### config.mk
export PLATFORM = sky130hd
export DESIGN_NAME = compare_tree_pipe
export DESIGN_NICKNAME = d
export VERILOG_FILES = /design/src/rtl/compare_pkg.sv /design/src/rtl/cmp_merge2.sv /design/src/rtl/compare_tree_pipe.sv
export SDC_FILE = /design/constraint.sdc
export NUM_CORES = 1
export LEC_CHECK = 0
export CORE_AREA = 2 2 98 100
export DETAILED_ROUTE_END_ITERATION = 10
export DIE_AREA = 0 0 100 102
export PLACE_DENSITY = 0.75
export SETUP_SLACK_MARGIN = 0.4
export SYNTH_ARGS = -nofsm -noshare
export SYNTH_HDL_FRONTEND = slang
export SYNTH_SLANG_ARGS = --single-unit
### constraint.sdc
create_clock -name clk -period 1.9 [get_ports clk]
set_input_delay 0.38 -clock clk [delete_from_list [all_inputs] [get_ports clk]]
set_output_delay 0.38 -clock clk [all_outputs]
set_load 0.02 [all_outputs]
### src/rtl/compare_pkg.sv
// Shared types and node functions for the pipelined magnitude comparator tree.
package compare_pkg;

  typedef struct packed {
    logic more;
    logic less;
  } cmp_flags_t;

  // Combine a higher-significance node with a lower one; the high node wins unless it is equal.
  function automatic cmp_flags_t cmp_merge(input cmp_flags_t hi, input cmp_flags_t lo);
    cmp_flags_t r;
    r.more = hi.more | (!hi.less & lo.more);
    r.less = hi.less | (!hi.more & lo.less);
    return r;
  endfunction

  function automatic cmp_flags_t cmp_leaf(input logic [1:0] a, input logic [1:0] b);
    cmp_flags_t r;
    r.more = (a > b);
    r.less = (a < b);
    return r;
  endfunction

endpackage

### src/rtl/cmp_merge2.sv
// One combinational merge node of the compare tree.
module cmp_merge2
  import compare_pkg::*;
(
  input  cmp_flags_t hi,
  input  cmp_flags_t lo,
  output cmp_flags_t y
);

  assign y = cmp_merge(hi, lo);

endmodule

### src/rtl/compare_tree_pipe.sv
// Pipelined WIDTH-bit magnitude comparator: leaf pairs reduced through a registered binary tree,
// valid/ready on both sides with a per-stage stall chain so bubbles collapse under backpressure.
module compare_tree_pipe
  import compare_pkg::*;
#(
  parameter int unsigned WIDTH = 32,
  parameter int unsigned TAG_W = 4
) (
  input  logic             clk,
  input  logic             rst_n,
  input  logic             in_valid,
  output logic             in_ready,
  input  logic             in_signed,
  input  logic [WIDTH-1:0] in_a,
  input  logic [WIDTH-1:0] in_b,
  input  logic [TAG_W-1:0] in_tag,
  output logic             out_valid,
  input  logic             out_ready,
  output logic             out_more,
  output logic             out_less,
  output logic             out_equal,
  output logic [TAG_W-1:0] out_tag
);

  localparam int unsigned LAT    = $clog2(WIDTH);
  localparam int unsigned LEAVES = WIDTH / 2;

  // Signed compare becomes unsigned once the sign bits are flipped.
  logic [WIDTH-1:0] a_eff;
  logic [WIDTH-1:0] b_eff;
  assign a_eff = {in_a[WIDTH-1] ^ in_signed, in_a[WIDTH-2:0]};
  assign b_eff = {in_b[WIDTH-1] ^ in_signed, in_b[WIDTH-2:0]};

  for (genvar k = 0; k < LAT; k++) begin : g_stg
    localparam int unsigned N = LEAVES >> k;

    logic                v;
    logic                en;
    logic                src_v;
    logic [TAG_W-1:0]    tag;
    logic [TAG_W-1:0]    src_tag;
    cmp_flags_t [N-1:0]  q;
    cmp_flags_t [N-1:0]  d;

    if (k == 0) begin : g_leaf
      assign src_v   = in_valid;
      assign src_tag = in_tag;
      for (genvar i = 0; i < N; i++) begin : g_node
        assign d[i] = cmp_leaf(a_eff[2*i+1 -: 2], b_eff[2*i+1 -: 2]);
      end
    end else begin : g_merge
      assign src_v   = g_stg[k-1].v;
      assign src_tag = g_stg[k-1].tag;
      for (genvar i = 0; i < N; i++) begin : g_node
        cmp_merge2 u_node (
          .hi (g_stg[k-1].q[2*i+1]),
          .lo (g_stg[k-1].q[2*i]),
          .y  (d[i])
        );
      end
    end

    // A stage may load when it is empty or its contents move on this edge.
    if (k == LAT - 1) begin : g_en_last
      assign en = !v | out_ready;
    end else begin : g_en_mid
      assign en = !v | g_stg[k+1].en;
    end

    always_ff @(posedge clk or negedge rst_n) begin
      if (!rst_n) begin
        v   <= 1'b0;
        tag <= '0;
        q   <= '0;
      end else if (en) begin
        v <= src_v;
        if (src_v) begin
          tag <= src_tag;
          q   <= d;
        end
      end
    end
  end

  // Equality is captured alongside the final pair so every result flag leaves a flop.
  logic eq_q;
  always_ff @(posedge clk or negedge rst_n) begin
    if (!rst_n) begin
      eq_q <= 1'b0;
    end else if (g_stg[LAT-1].en && g_stg[LAT-1].src_v) begin
      eq_q <= !g_stg[LAT-1].d[0].more & !g_stg[LAT-1].d[0].less;
    end
  end

  assign in_ready  = g_stg[0].en;
  assign out_valid = g_stg[LAT-1].v;
  assign out_more  = g_stg[LAT-1].q[0].more;
  assign out_less  = g_stg[LAT-1].q[0].less;
  assign out_equal = eq_q;
  assign out_tag   = g_stg[LAT-1].tag;

endmodule
==> flow_metrics.tcl <==
set metrics [dict create \
    cts.sinks 88 \
    crit_type "register to register" \
    multi_input_area_um2 2010 \
    antennaDiodeCount 0 \
    switchingPower_mw 1.88 \
    n_fill_cell 684 \
    dieWidth_um 100 \
    crit_path_max_fanout 8 \
    finalHoldViolations 0 \
    power_frac_seq_pct 44.9 \
    grt_setup_unrepaired "yes" \
    layout-drive-gt1-share_pct 22.5 \
    synth_area_leaders "dfrtp_1 (49%), mux2_2 (11%), ha_1 (9.0%), mux2i_1 (5.8%), inv_1 (5.6%)" \
    slew_violations 0 \
    initial_utilization_pct 48.8 \
    setup_viol 0 \
    power.share.clock_pct 23.3 \
    wl_met3_um 301 \
    max_stage_delay_ns 0.38 \
    synth_area_leader_cell "dfrtp_1" \
    crit_path_top_delay_cell "dfrtp_1" \
    grt_first_pass_wirelength_mm 14.8 \
    grt_pass1_vias 3255 \
    pre_cts_ws_ns -0.287 \
    dr.pass1.iters 4 \
    row_count 35 \
    gp_congestion 0.787 \
    skew_ns 0.0192 \
    cts-buffers-inserted 9 \
    final.period_utilization_pct 89.1 \
    synth.ff_latch_count 88 \
    clock_latency_ns 0.35 \
    wl_met2_mm 4.75 \
    crit_arrival_ns 1.94 \
    antenna_found_initial 0 \
    start_kind "register" \
    dieArea_um2 10200 \
    power.leakage_nw 3.03 \
    area_growth_pct 37.6 \
    p_per_area_nw_per_um2 1020 \
    cpMostUsedCell "buf_6" \
    seqCellArea_um2 2200 \
    gr-usage-all-layers_pct 18.4 \
    synthDominantCellAreaShare_pct 49.5 \
    crit_required_ns 2.15 \
    drt_iter0_markers 102 \
    tightest_slew_ns 0.492 \
    overflow 0 \
    hold_path_class "register to register" \
    clock-root-buffer "clkbuf_8" \
    internal_power_mw 4.34 \
    die_h_um 102 \
    place.detailed.hpwl_mm 5.83 \
    cts.clk_slew.worst_paths_ns 0.09 \
    pwr-share-comb_pct 31.8 \
    grt_max_degree 39 \
    routed_via_density 4.98 \
    cts_buffer_depth 2 \
    io_pins 82 \
    synth_cells 398 \
    max_cap_viol_count 0 \
    topRoutingLayerUsed "met4" \
    core_area_um2 9110 \
    synth.distinct_cells 29 \
    syn_avg_cell_area_um2 11.2 \
    slew_headroom_pct 67.2 \
    route.antenna.remaining_nets 0 \
    drc 0 \
    cts_tree "yes" \
    final_nets 628 \
    setup_slack_ns 0.207 \
    fin_crit_ns 1.69 \
    wirelength_met1_mm 3.76 \
    h-tree-depth 3 \
    swShare_pct 30.3 \
    num_vias 3182 \
    status "finished clean" \
    ys_seq_area_share_pct 49.5 \
    crit_chain "and4b_2 -> buf_6 -> a21boi_4 -> buf_6 -> buf_16 -> buf_6 -> mux2i_1" \
    portBuffers 81 \
    fmax_ghz 0.591 \
    end_kind "register" \
    ir_worst_vdd_mv 0.470 \
    yosys_warnings 0 \
    syn-cell-area_um2 4450 \
    synth_nets 503 \
    finalSetupTns_ns 0 \
    totalWireLength_mm 8.93 \
    routedWlPerCell_um 14.0 \
]
==> kinds of logic after synthesis <==
family / after synthesis / synth area share, %
XOR/XNOR: 2 / 0.394
AND/OR/NAND/NOR: 59 / 6.97
multiplexers: 74 / 18.5
flip-flops: 88 / 49.5
buffers and inverters: 74 / 7.34
adder cells (fa/ha/maj): 32 / 9.00
AO/OA/AOI/OAI: 69 / 8.30
==> worst max-delay path: cells and delay by family (launching register included) <==
family	cells	cell delay, ns
flip-flops	1	0.38
buffers and inverters	4	0.51
multiplexers	1	0.22
AO/OA/AOI/OAI	1	0.22
AND/OR/NAND/NOR	1	0.26
==> metal layers <==
layer / global-route usage (%) / vias to the layer above
met5: 0 / -
met4: 6.11 / 0
met3: 2.33 / 9
met2: 34.4 / 65
met1: 22.0 / 1535
li1: - / 1573
==> cell type report <==
type                    count  area share (%)
flip-flops and latches     88            36.0
multi-input cells         236            32.9
repair buffers            122            21.1
inverters                  66            4.05
well taps                 111            2.27
clock buffers               9            2.02
clock inverters             7            1.68
==> cell usage in the layout, fill, tap and decap left out, types with 3 or more instances in the layout <==
cell | synthesis | layout
dfrtp_1 | 88 | 87
clkdlybuf4s50_1 | 0 | 69
inv_1 | 66 | 66
a21oi_1 | 36 | 36
ha_1 | 32 | 32
mux2_2 | 42 | 26
o21ai_0 | 27 | 26
mux2i_1 | 26 | 25
mux2_4 | 6 | 22
nand2_1 | 19 | 18
buf_6 | 6 | 18
nor2_1 | 16 | 16
buf_4 | 1 | 16
nor2b_1 | 16 | 15
clkbuf_8 | 0 | 9
dlygate4sd2_1 | 0 | 9
buf_16 | 0 | 4
buf_12 | 0 | 3
==> timing repair <==
item | in CTS | in global routing
gates cloned | 4 | 0
hold buffers | 1 | 0
gates resized for setup | 46 | 17
buffers inserted | 18 | 0
pin swaps | 3 | 1
setup endpoints to repair | 81 | 64
hold endpoints to repair | 7 | 0
==> power groups by stage <==
stage	Combinational (mW)	Clock, mW	Sequential, mW
global route	2.18	1.56	2.87
CTS	1.92	1.46	2.78
floorplan	1.05	0	2.81
global placement	1.62	0	2.77
detailed placement	1.70	0	2.81
finish	1.98	1.45	2.79
==> synth_stat cells <==
library cell   n
clkbuf_1       1
nor4_1         1
or2b_4         1
and4b_2        1
inv_1         66
nand2_1       19
nor2b_1       16
nand2b_1       2
buf_4          1
nand4b_4       1
buf_6          6
a21oi_1       36
a31oi_1        1
a21o_1         1
o21ai_4        1
nand3_1        1
a21boi_1       1
o21ai_0       27
dfrtp_1       88
nor2_1        16
mux2_2        42
mux2i_1       26
o21bai_1       1
mux2_4         6
xnor2_1        1
ha_1          32
o21ai_2        1
and2_4         1
xor2_1         1
==> through the flow <==
| stage | power [mW] | instances | hold WS (ns) | cell area (um2) | utilization, % |
|---|---|---|---|---|---|
| 6_report | 6.22 | 639 | 0.516 | 6120 | 67.2 |
| 5_1_grt | 6.61 | 639 | 0.528 | 6120 | 67.2 |
| 4_1_cts | 6.16 | 639 | 0.512 | 6070 | 66.7 |
| 3_5_place_dp | 4.51 | 600 | 0.381 | 5500 | 60.4 |
| 3_3_place_gp | 4.39 | 600 | 0.368 | 5500 | 60.4 |
| 2_1_floorplan | 3.86 | 398 | 0.0844 | 4460 | - |
==> registers in the layout, summed over array words and instances (netlist names) <==
name and count:
g_stg.tag 16, out_more 1, out_tag 4, out_equal 1, out_less 1, g_stg.v 4, g_stg.q 60, out_valid 1
==> worst paths after layout <==
kind                                               to  slack [ns]                       start  cells after the start
setup / recovery            g_stg[1].q[0]$_DFFE_PN0P_        0.21      g_stg[2].v$_DFFE_PN0P_                      7
hold / removal             g_stg[0].q[20]$_DFFE_PN0P_        0.52  g_stg[0].q[20]$_DFFE_PN0P_                      1
setup reg to reg            g_stg[1].q[0]$_DFFE_PN0P_        0.21      g_stg[2].v$_DFFE_PN0P_                      7
hold reg to reg            g_stg[0].q[20]$_DFFE_PN0P_        0.52  g_stg[0].q[20]$_DFFE_PN0P_                      1
max in group asynchronous  g_stg[0].q[18]$_DFFE_PN0P_        0.76                       rst_n                      3
min in group asynchronous   g_stg[0].q[3]$_DFFE_PN0P_        0.53                       rst_n                      2
Note: power is estimated with default switching activity, not from simulation.
